### src/rtl/aes_round_ctrl.sv
// aes_round_ctrl: AES-128 round sequencer driving key-expansion and stage handshakes with a per-state timeout
module aes_round_ctrl #(
  parameter int TIMEOUT = 16
) (
  input  logic       clk,
  input  logic       reset_n,
  input  logic       start,
  input  logic       abort,
  output logic       busy,
  output logic       done,
  output logic       error,
  output logic [3:0] round_num,
  output logic       key_req,
  input  logic       key_ack,
  output logic       sb_en,
  input  logic       sb_done,
  output logic       sr_en,
  input  logic       sr_done,
  output logic       mc_en,
  input  logic       mc_done,
  output logic       ark_en,
  input  logic       ark_done,
  output logic       ark_sel_init,
  output logic       mc_bypass
);
  typedef enum logic [2:0] {IDLE, KEY, SB, SR, MC, ARK, DONE, ERR} state_e;
  state_e     state_q, state_d, adv;
  logic [7:0] wait_q, wait_d;
  logic [3:0] round_q, round_d;
  logic       in_stage, first, last, fin;

  always_ff @(posedge clk) begin
    if (!reset_n) begin
      state_q <= IDLE;
      wait_q  <= 8'd0;
      round_q <= 4'd0;
    end else begin
      state_q <= state_d;
      wait_q  <= wait_d;
      round_q <= round_d;
    end
  end

  always_comb begin
    in_stage = state_q inside {KEY, SB, SR, MC, ARK};
    first    = wait_q == 8'd0;
    last     = round_q == 4'd10;
    fin      = state_q == KEY ? key_ack :
               state_q == SB  ? sb_done && !first :
               state_q == SR  ? sr_done && !first :
               state_q == MC  ? mc_done && !first :
               state_q == ARK ? ark_done && !first : 1'b0;
    adv      = state_q == KEY ? (round_q == 4'd0 ? ARK : SB) :
               state_q == SB  ? SR :
               state_q == SR  ? (last ? ARK : MC) :
               state_q == MC  ? ARK :
               last ? DONE : KEY;
    state_d  = state_q;
    round_d  = round_q;
    if (abort) begin
      state_d = IDLE;
      round_d = 4'd0;
    end else if ((state_q == IDLE || state_q == ERR) && start) begin
      state_d = KEY;
      round_d = 4'd0;
    end else if (state_q == DONE) begin
      state_d = IDLE;
    end else if (in_stage && fin) begin
      state_d = adv;
      round_d = (state_q == ARK && !last) ? round_q + 4'd1 : round_q;
    end else if (in_stage && wait_q == 8'(TIMEOUT - 1)) begin
      state_d = ERR;
    end
    wait_d = (in_stage && state_d == state_q) ? wait_q + 8'd1 : 8'd0;
  end

  always_comb begin
    busy         = state_q inside {KEY, SB, SR, MC, ARK};
    done         = state_q == DONE;
    error        = state_q == ERR;
    round_num    = round_q;
    key_req      = state_q == KEY;
    sb_en        = state_q == SB && wait_q == 8'd0;
    sr_en        = state_q == SR && wait_q == 8'd0;
    mc_en        = state_q == MC && wait_q == 8'd0;
    ark_en       = state_q == ARK && wait_q == 8'd0;
    ark_sel_init = round_q == 4'd0 && (state_q == ARK || state_q == KEY);
    mc_bypass    = round_q == 4'd10 && busy;
  end
endmodule

### config.mk
export PLATFORM = sky130hd
export DESIGN_NAME = aes_round_ctrl
export DESIGN_NICKNAME = d
export VERILOG_FILES = /design/src/rtl/aes_round_ctrl.sv
export SDC_FILE = /design/constraint.sdc
export NUM_CORES = 1
export LEC_CHECK = 0
export ABC_AREA = 1
export BUFFER_PORTS_ARGS = -buffer_cell sky130_fd_sc_hd__buf_4
export CAP_MARGIN = 40
export CORE_ASPECT_RATIO = 1.5
export CORE_MARGIN = 2
export CORE_UTILIZATION = 45
export DETAILED_ROUTE_END_ITERATION = 7
export GPL_TIMING_DRIVEN = 0
export HOLD_SLACK_MARGIN = 0.15
export PLACE_DENSITY = 0.68
export SYNTH_ARGS = -nofsm -noshare
export SYNTH_HDL_FRONTEND = slang
export SYNTH_SLANG_ARGS = --single-unit
### constraint.sdc
create_clock -name clk -period 2.2 [get_ports clk]
set_input_delay 0.44 -clock clk [delete_from_list [all_inputs] [get_ports clk]]
set_output_delay 0.44 -clock clk [all_outputs]
set_load 0.1 [all_outputs]
### Yosys cells after proc, flatten, opt, wreduce, memory -nomap -nowiden

Cells that the tools add are included.

| cells by class | value |
|---|---|
| $add $sub $neg | 2 |
| $mul | 0 |
| divide/modulo/power cells | 0 |
| order comparisons | 0 |
| equal/unequal tests | 10 |
| shifts and indexed selects | 0 |
| mux-type cells | 17 |
| bitwise logic cells | 2 |
| reductions and logical operators | 26 |

Operator list:

| cell | number |
|---|---|
| two-way mux 3 bit | 11 |
| logical AND 1 bit | 15 |
| == test 3 bit, second input constant | 4 |
| adder 8 x 1 -> 8 bit, second input constant | 1 |
| == test 8 x 4 -> 1 bit, second input constant | 1 |
| zero test 8 bit | 1 |
| == test 3 x 2 -> 1 bit, second input constant | 2 |
| two-way mux 1 bit | 6 |
| nonzero test 5 bit | 1 |
| adder 4 x 1 -> 4 bit, second input constant | 1 |
| == test 4 bit, second input constant | 1 |
| zero test 4 bit | 1 |
| == test 3 x 1 -> 1 bit, second input constant | 1 |
| == test 3 bit | 1 |
| zero test 3 bit | 1 |
| AND reduction 3 bit | 1 |
| OR reduction 3 bit | 1 |
| zero test 1 bit | 2 |
| logical OR 1 bit | 2 |
| inverter 1 bit | 2 |
| AND reduction 2 bit | 1 |

| storage, ports and cells | value |
|---|---|
| register bits | 15 |
| latch bits | 0 |
| RAM bits | 0 |
| memory bits (read-only) | 0 |
| input port bits | 9 |
| memories kept | 0 |

### Depth between registers and ports, before layout

Gate-level depths: netlist of run 1.

| logic depth | value |
|---|---|
| word-level depth | 16 |
| mapped depth | 18 |
| mapped depth without buffers | 17 |

### Worst setup path after synthesis of run 1

No wires, ideal clock.

| timing | value |
|---|---|
| path type | reg2out |
| from | register state_q[2] |
| to | output mc_bypass |
| arrival time | 3450 ps |
| data required time | 1760 ps |
| path slack | -1690 ps |
| stages on the path, launching flop included | 6 |
| path buffers | 1 |
| path through | dfxtp_1 > buf_4 > inv_4 > o21ai_1 > inv_1 > nor2_1 |

| on the way | value |
|---|---|
| cells in the longest elaborated chain, start to end | 3 |

Ends and longest elaborated chain:

| item | line | text |
|---|---|---|
| start, declared | 27 | `state_e state_q, state_d, adv;` |
| start signal, assigned | 38 | `state_q <= state_d;` |
| == test 3 x 1 -> 1 bit, or another cell as far along | 78 | `busy = state_q inside {KEY, SB, SR, MC, ARK};` |
| nonzero test 5 bit (*) | 78 |  |
| named net busy | 9 | `output logic busy,` |
| logical AND 1 bit (*) | 88 | `mc_bypass = round_q == 4'd10 && busy;` |
| end, declared | 24 | `output logic mc_bypass` |

The timed path passes the listed nets; every way through them passes the cells marked *.

### Final worst setup path of run 1

| timing | value |
|---|---|
| from | register wait_q[0] |
| to | output ark_en |

| on the way | value |
|---|---|
| cells in the longest elaborated chain, start to end | 2 |

Ends and longest elaborated chain:

| item | line | text |
|---|---|---|
| start, declared | 28 | `logic [7:0] wait_q, wait_d;` |
| start signal, assigned | 39 | `wait_q <= wait_d;` |
| zero test 8 bit | 86 | `ark_en = state_q == ARK && wait_q == 8'd0;` |
| logical AND 1 bit | 86 |  |
| end, declared | 21 | `output logic ark_en,` |

Every way passes these cells.

==> results of run 1 <==
## cell type report
| class | instances | share of cell area |
|---|---|---|
| buffer | 3 | 0.0189 |
| clock buffer | 4 | 0.0189 |
| multi-input combinational | 121 | 0.525 |
| inverter | 26 | 0.0755 |
| sequential | 15 | 0.219 |
| tap | 24 | 0.0216 |
| timing repair buffer | 22 | 0.121 |
## worst reg2reg max path: cells and delay by family, from the launching register on
family,cells,cell delay [ns]
and+or+nand+nor,9,1.05
buffers and inverters,2,0.32
DFF,1,0.31
AOI/OAI and AO/OA,1,0.16
## metrics by stage
stage / total power [mW] / TNS, ns / area, sq um
6_report: 0.577 / 0 / 1390
5_1_grt: 0.612 / 0 / 1390
4_1_cts: 0.587 / 0 / 1390
3_5_place_dp: 0.431 / 0 / 1360
3_3_place_gp: 0.428 / 0 / 1360
2_1_floorplan: 0.398 / -1.19 / 1160
## sequential cells by signal, summed over array words and instances (netlist names)
register and flops:
state_q 3, wait_q 8, round_num 4
## synth_stat cells
cell      number
a21boi_1       1
a21oi_1        4
buf_4          2
buf_6          1
dfxtp_1       15
ha_1           5
inv_1         17
inv_2          7
inv_4          1
inv_6          1
nand2_1       30
nand2_2        4
nand2_4        2
nand3_1       13
nand3_2        5
nand4_1        4
nor2_1        20
nor2_2         8
nor2_4         2
nor3_1         8
o211ai_1       1
o21ai_0        2
o21ai_1        4
or2_0          1
or2_4          1
xnor2_1        1
xor2_1         5
## logic make-up after synthesis
| kind of cell | after synthesis | share of synthesized area |
|---|---|---|
| fa+ha+maj | 5 | 0.0561 |
| compound gates | 12 | 0.0584 |
| xor+xnor | 6 | 0.0471 |
| flops | 15 | 0.269 |
| buf+inv | 29 | 0.118 |
| simple gates | 98 | 0.451 |
## cell usage in the layout (no fill, tap or decap), drive strengths merged
cell	n
buf	25
ha	5
nand2	36
o21ai	6
xor2	5
or2	2
xnor2	1
nand3	18
nor2	30
nor3	8
a21boi	1
o211ai	1
clkbuf	4
a21oi	4
nand4	4
dfxtp	15
inv	26
## power groups by stage
| stage | sequential, mW | clock [mW] | combinational [mW] |
|---|---|---|---|
| after global routing | 0.275 | 0.174 | 0.163 |
| after detailed placement | 0.281 | 0 | 0.150 |
| after floorplan | 0.281 | 0 | 0.117 |
| after CTS | 0.275 | 0.162 | 0.150 |
| final | 0.275 | 0.153 | 0.149 |
| after global placement | 0.281 | 0 | 0.148 |
## worst paths after layout
kind,cells after the start,start,end
worst max register to register,12,state_q[2]$_SDFF_PN0_,wait_q[0]$_SDFF_PN0_
worst min register to register,1,wait_q[0]$_SDFF_PN0_,wait_q[0]$_SDFF_PN0_
worst max-delay path,7,wait_q[0]$_SDFF_PN0_,ark_en
worst min-delay path,4,abort,state_q[0]$_SDFF_PN0_
## routing by layer
layer  routed length (um)  part of all wire  global-route usage  up-vias
li1                     -                 -                   -      578
met1                  914              0.39               0.195      494
met2                 1290              0.55               0.350       27
met3                   79             0.034              0.0139        7
met4                   70             0.030               0.125        0
met5                    0                 0                   0        -
==> flow_metrics.py, run 1 <==
metrics = {
    "outcome": {
        "status": "finished, final reports clean",
    },
    "timing": {
        "grt_setup_unrepaired": "false",
        "fin_crit_sh": 0.950,
        "slew_headroom": 0.791,
        "hold_viol": 0,
        "clock.fmax_ghz": 0.479,
        "fin_crit_ns": 2.09,
        "setup_viol": 0,
        "worst-slew-pin-transition_ns": 0.311,
        "skew_ns": 0.00277,
        "finalWorstSetupSlack_ns": 0.111,
        "slew_violations": 0,
        "timing.hold.ws_ns": 0.434,
    },
    "final_layout": {
        "regArea_sq_um": 305,
        "drive_above_1_share": 0.356,
        "final_nets": 206,
        "multi_input_area_sq_um": 731,
        "fin_cells": 215,
        "antenna_cells": 0,
        "fin_util": 0.582,
        "n_fill_cell": 258,
        "areaGrowthSynthToFinish_pct": 24.9,
    },
    "synthesis": {
        "syn_area_sq_um": 1110,
        "synth_cell_type_count": 27,
        "ys_warn_count": 0,
        "syn_avg_cell_area_sq_um": 6.76,
        "synth.largest_area_cell": "dfxtp_1",
        "ys_seq_area_frac": 0.269,
        "synth_area_leaders": "dfxtp_1, nand2_1, nor2_1",
        "ys_ff_latch": 15,
        "synth_fp_nets": 179,
        "synth_cells": 165,
        "synth_top_area_frac": 0.269,
    },
    "clock_tree": {
        "cts_max_level": 1,
        "cts_inserted_buffers": 3,
        "clkSinkCount": 15,
        "cts_tree": "done",
        "hold_buffers": 0,
        "cts_root_buf": "clkbuf_4",
        "cts_buffer_depth": 2,
        "clkSlewWorstSetupHoldPaths_ns": 0.08,
        "cts_resized": 0,
        "insertion_delay_ns": 0.28,
        "post_cts_buffers": 0,
    },
    "floorplanning": {
        "die_h_um": 65.0,
        "die_area_sq_um": 2900,
        "fp.dieW_um": 44.6,
        "coreArea_sq_um": 2390,
        "ios": 23,
        "initial_core_util": 0.466,
        "rows": 22,
    },
    "global_route": {
        "grt_pass1_wl_um": 4150,
        "grt_usage": 0.191,
        "grt_pass1_vias": 1049,
        "antenna_found_initial": 0,
        "grt_max_degree": 11,
        "grt-ovfl-total": 0,
    },
    "placement": {
        "io_buffer_count": 22,
        "place_congestion": 0.803,
        "dp_slack_ns": 0.256,
        "dp_hpwl_um": 2000,
        "dp_cells": 211,
    },
    "power_and_ir_drop": {
        "comb_power_share": 0.259,
        "p_leak_nw": 0.612,
        "intPower_mw": 0.388,
        "p_sw_mw": 0.188,
        "vdd_drop_max_uv": 322,
        "switching_share": 0.327,
        "clkPwrFrac": 0.265,
        "powerDensity_nw_per_um2": 414,
        "seq_power_share": 0.476,
    },
    "worst_setup_path": {
        "cp.arrival_ns": 1.65,
        "path_delay_family": "buffers and inverters",
        "cp_max_fo": 5,
        "worstPathRequired_ns": 1.76,
        "rrSetupSlack_ns": 0.31,
        "crit_type": "flop to output port",
        "crit_top_cell": "inv_1",
        "cp_num_buf_inv": 3,
        "startpoint_type": "flop",
        "cp-end-kind": "output port",
        "cp_cell_sequence": "inv_1 -> ha_1 -> nand3_1 -> nor2_1 -> inv_1 -> nor3_2 -> buf_4",
        "slowest_stage": "dfxtp_1",
        "critPathMaxStageDelay_ns": 0.34,
    },
    "drt": {
        "vias": 1106,
        "drt_iter0_drc": 21,
        "wl_per_cell_um": 11.0,
        "drc": 0,
        "via_per_inst": 5.14,
        "ant_nets": 0,
        "drtPass1Iterations": 4,
        "drt_wl_total_um": 2360,
    },
    "flow_run": {
        "maxCapViolations": 0,
    },
    "hold_path": {
        "min-delay-path-class": "primary input to flop",
    },
}
(Power assumes the default switching activity.)
==> run 2: changes to the inputs <==
--- a/config.mk
+++ b/config.mk
@@ -7,7 +7,7 @@
 export LEC_CHECK = 0
 export ABC_AREA = 1
 export BUFFER_PORTS_ARGS = -buffer_cell sky130_fd_sc_hd__buf_4
-export CAP_MARGIN = 40
+export CAP_MARGIN = 20
 export CORE_ASPECT_RATIO = 1.5
 export CORE_MARGIN = 2
 export CORE_UTILIZATION = 45
==> constraint.sdc (replaced) <==
create_clock -name clk -period 2.4 [get_ports clk]
set_input_delay 0.48 -clock clk [delete_from_list [all_inputs] [get_ports clk]]
set_output_delay 0.48 -clock clk [all_outputs]
set_load 0.1 [all_outputs]
==> flow_metrics.py, run 2 (same netlist as run 1, synthesis figures left out) <==
metrics = {
    "outcome": {
        "status": "finished, final reports clean",
    },
    "worst_setup_path": {
        "crit_type": "flop to output port",
        "worstPathRequired_ns": 1.92,
        "reg2reg_from": "round_num[0]$_SDFFE_PP0P_",
        "r2r_cells": 17,
        "startpoint_type": "flop",
        "crit_path_start": "wait_q[0]$_SDFF_PN0_",
        "cp-end-kind": "output port",
        "cp_max_fo": 5,
        "cp.arrival_ns": 1.69,
    },
    "clock_tree": {
        "clkSinkCount": 15,
        "cts_tree": "done",
        "insertion_delay_ns": 0.28,
        "cts_root_buf": "clkbuf_4",
        "hold_buffers": 0,
        "clkSlewWorstSetupHoldPaths_ns": 0.08,
        "cts_max_level": 1,
        "post_cts_buffers": 0,
        "cts_resized": 0,
        "cts_buffer_depth": 2,
        "cts_inserted_buffers": 3,
    },
    "timing": {
        "worst-slew-pin-transition_ns": 0.321,
        "hold_viol": 0,
        "fin_crit_sh": 0.902,
        "slew_violations": 0,
        "slew_headroom": 0.784,
        "finalWorstSetupSlack_ns": 0.234,
        "clock.fmax_ghz": 0.462,
        "setup_viol": 0,
        "fin_setup_tns_ns": 0,
        "fin_crit_ns": 2.17,
        "grt_setup_unrepaired": "false",
        "timing.hold.ws_ns": 0.465,
        "skew_ns": 0.00185,
    },
    "final_layout": {
        "areaGrowthSynthToFinish_pct": 23.5,
        "largest-register": "wait_q",
        "n_fill_cell": 244,
        "fin_util": 0.575,
        "final_nets": 206,
        "drive_above_1_share": 0.346,
        "fin_cells": 215,
        "layout_common_cells": "nand2_1, buf_4, nor2_1",
        "antenna_cells": 0,
        "final_common_cell": "nand2_1",
        "largest_reg_flops": 8,
        "stdcell_area_sq_um": 1380,
    },
    "drt": {
        "via_per_inst": 5.10,
        "drtPass1Iterations": 4,
        "drc": 0,
        "wl_per_cell_um": 11.6,
        "vias": 1097,
        "drt_iter0_drc": 15,
        "ant_nets": 0,
        "drt_wl_total_um": 2490,
    },
    "placement": {
        "place_area_sq_um": 1350,
        "dp_slack_ns": 0.490,
        "dp_cells": 211,
        "io_buffer_count": 22,
        "place_congestion": 0.859,
        "dp_hpwl_um": 2060,
    },
    "floorplanning": {
        "die_area_sq_um": 2900,
        "rows": 22,
        "initial_core_util": 0.466,
        "coreArea_sq_um": 2390,
        "ios": 23,
        "die_h_um": 65.0,
        "fp.dieW_um": 44.6,
    },
    "global_route": {
        "grt-ovfl-total": 0,
        "antenna_found_initial": 0,
        "grt_pass1_vias": 1063,
        "grt_max_degree": 11,
        "grt_pass1_wl_um": 4200,
        "grt_usage": 0.192,
    },
    "power_and_ir_drop": {
        "intPower_mw": 0.356,
        "comb_power_share": 0.259,
        "seq_power_share": 0.478,
        "powerDensity_nw_per_um2": 384,
        "p_sw_mw": 0.172,
        "switching_share": 0.326,
        "p_leak_nw": 0.611,
        "power.total_mw": 0.529,
        "clkPwrFrac": 0.263,
        "vdd_drop_max_uv": 290,
    },
    "flow_run": {
        "maxCapViolations": 0,
    },
    "hold_path": {
        "min-delay-path-class": "flop to flop",
        "hold_depth": 1,
        "worstHoldStart": "wait_q[0]$_SDFF_PN0_",
    },
}
==> run 2: critical path: stages, from the launching register on <==
cell	delay, ns
dfxtp_1	0.34
inv_1	0.08
ha_1	0.14
nand3_1	0.07
nor2_1	0.19
inv_1	0.14
nor3_2	0.13
buf_4	0.31
==> run 2: path summary, 6_finish.rpt <==
check	to	slack, ns
max	ark_en	0.23
min	wait_q[0]$_SDFF_PN0_	0.47
max reg2reg	wait_q[3]$_SDFF_PN0_	0.48
min reg2reg	wait_q[0]$_SDFF_PN0_	0.47
==> run 2: power groups by stage <==
stage	Sequential, mW	Clock, mW	Combinational [mW]
final	0.253	0.139	0.137
after global routing	0.253	0.155	0.149
after CTS	0.253	0.150	0.137
after detailed placement	0.259	0	0.137
after global placement	0.258	0	0.135
after floorplan	0.258	0	0.106
==> run 2: metal layers <==
metal / vias up / track usage / wire [um]
li1: 576 / - / -
met1: 484 / 0.201 / 950
met2: 28 / 0.351 / 1380
met3: 9 / 0.0139 / 77
met4: 0 / 0.114 / 79
met5: - / 0 / 0
==> run 2: cell type report <==
type                       instances  area (sq um)  area share
multi-input combinational        121           721       0.524
sequential                        15           303       0.220
timing repair buffer              22           165       0.120
inverter                          26           105      0.0764
tap                               24          30.0      0.0218
clock buffer                       4          26.3      0.0191
buffer                             3          26.3      0.0191
==> run 3: changes to the inputs <==
--- a/config.mk
+++ b/config.mk
@@ -9,7 +9,7 @@
 export BUFFER_PORTS_ARGS = -buffer_cell sky130_fd_sc_hd__buf_4
 export CAP_MARGIN = 20
 export CORE_ASPECT_RATIO = 1.5
-export CORE_MARGIN = 2
+export CORE_MARGIN = 8
 export CORE_UTILIZATION = 45
 export DETAILED_ROUTE_END_ITERATION = 7
 export GPL_TIMING_DRIVEN = 0
==> flow_metrics.py, run 3 (same netlist as run 1, synthesis figures left out) <==
metrics = {
    "timing": {
        "hold_viol": 0,
        "slew_headroom": 0.783,
        "slew_violations": 0,
        "worst-slew-pin-transition_ns": 0.323,
        "setup_viol": 0,
        "fin_crit_sh": 0.916,
        "clock.fmax_ghz": 0.455,
        "skew_ns": 0.00343,
        "timing.hold.ws_ns": 0.463,
        "fin_crit_ns": 2.20,
        "finalWorstSetupSlack_ns": 0.202,
        "grt_setup_unrepaired": "false",
    },
    "worst_setup_path": {
        "cp.arrival_ns": 1.72,
        "crit_path_start": "wait_q[0]$_SDFF_PN0_",
        "crit_type": "flop to output port",
        "reg2reg_from": "round_num[0]$_SDFFE_PP0P_",
        "r2r_end": "wait_q[2]$_SDFF_PN0_",
        "rrSetupSlack_ns": 0.47,
        "cp_max_fo": 5,
        "worstPathRequired_ns": 1.92,
        "r2r_cells": 16,
        "cp-endpoint": "sr_en",
        "startpoint_type": "flop",
        "cp-end-kind": "output port",
    },
    "floorplanning": {
        "fp.dieW_um": 56.6,
        "die_h_um": 77.0,
        "initial_core_util": 0.466,
        "ios": 23,
        "rows": 22,
        "coreArea_sq_um": 2390,
        "die_area_sq_um": 4360,
    },
    "placement": {
        "io_buffer_count": 22,
        "dp_hpwl_um": 2230,
        "place_congestion": 0.879,
        "dp_slack_ns": 0.486,
    },
    "final_layout": {
        "multi_input_area_sq_um": 721,
        "drive_above_1_share": 0.346,
        "areaGrowthSynthToFinish_pct": 23.5,
        "final_nets": 206,
        "regArea_sq_um": 303,
        "final_common_cell": "nand2_1",
        "antenna_cells": 0,
        "largest_reg_flops": 8,
        "largest-register": "wait_q",
        "n_fill_cell": 242,
        "layout_common_cells": "nand2_1, buf_4, nor2_1",
    },
    "power_and_ir_drop": {
        "p_leak_nw": 0.611,
        "power.total_mw": 0.534,
        "powerDensity_nw_per_um2": 388,
        "vdd_drop_max_uv": 317,
    },
    "drt": {
        "drt_iter0_drc": 38,
        "drt_wl_total_um": 2710,
        "via_per_inst": 5.25,
        "wl_per_cell_um": 12.6,
        "drc": 0,
        "drtPass1Iterations": 4,
        "vias": 1128,
        "ant_nets": 0,
    },
    "global_route": {
        "grt_pass1_wl_um": 4600,
        "grt_max_degree": 11,
        "grt-ovfl-total": 0,
        "grt_pass1_vias": 1113,
        "grt_usage": 0.125,
        "antenna_found_initial": 0,
    },
    "outcome": {
        "status": "finished, final reports clean",
    },
    "hold_path": {
        "min-delay-path-class": "flop to flop",
    },
    "clock_tree": {
        "insertion_delay_ns": 0.28,
        "hold_buffers": 0,
        "cts_max_level": 1,
        "clkSlewWorstSetupHoldPaths_ns": 0.09,
        "cts_resized": 0,
        "cts_tree": "done",
        "cts_inserted_buffers": 3,
        "cts_buffer_depth": 2,
        "cts_root_buf": "clkbuf_4",
        "post_cts_buffers": 0,
        "clkSinkCount": 15,
    },
    "flow_run": {
        "maxCapViolations": 0,
    },
}
run 3: cell counts in the layout (fill, tap and decap cells not counted):
Identical to the previous run, type by type.
run 3: worst min-delay path by stage:
stage | slack (ns) | endpoint | startpoint | cells past startpoint
finish | 0.46 | wait_q[0]$_SDFF_PN0_ | wait_q[0]$_SDFF_PN0_ | 1
global route | 0.48 | wait_q[0]$_SDFF_PN0_ | wait_q[0]$_SDFF_PN0_ | 1
global placement | 0.44 | wait_q[0]$_SDFF_PN0_ | wait_q[0]$_SDFF_PN0_ | 1
floorplan | 0.43 | wait_q[0]$_SDFF_PN0_ | wait_q[0]$_SDFF_PN0_ | 1
CTS | 0.46 | wait_q[0]$_SDFF_PN0_ | wait_q[0]$_SDFF_PN0_ | 1
detailed placement | 0.44 | wait_q[0]$_SDFF_PN0_ | wait_q[0]$_SDFF_PN0_ | 1
run 3: power breakdown:
part / internal [mW] / switching [mW]
Sequential: 0.251 / 0.00130
Clock: 0.0646 / 0.0789
Combinational: 0.0408 / 0.0967
Total: 0.357 / 0.177
run 3: layer usage:
metal	GRT usage	wire length, um
met1	0.113	995
met2	0.235	1480
met3	0.0280	158
met4	0.0797	70
met5	0	0
run 3: layout make-up:
| type | count | area share |
|---|---|---|
| Clock buffer | 4 | 0.0191 |
| Buffer | 3 | 0.0191 |
| Multi-Input combinational cell | 121 | 0.524 |
| Inverter | 26 | 0.0764 |
| Timing Repair Buffer | 22 | 0.120 |
| Tap cell | 24 | 0.0218 |
| Sequential cell | 15 | 0.220 |
run 3: critical path: stages, from the launching register on:
cell and delay, ns:
dfxtp_1 0.34, inv_1 0.08, ha_1 0.16, nand3_1 0.08, nor2_1 0.20, inv_1 0.15, nor2_1 0.12, buf_4 0.30
run 3: per-stage QoR:
step / setup TNS (ns) / instances / utilization / instance area [sq um]
after CTS: 0 / 215 / 0.575 / 1380
after global routing: 0 / 215 / 0.575 / 1380
after detailed placement: 0 / 211 / 0.564 / 1350
final: 0 / 215 / 0.575 / 1380
after global placement: 0 / 211 / 0.564 / 1350
after floorplan: -0.477 / 165 / - / 1150
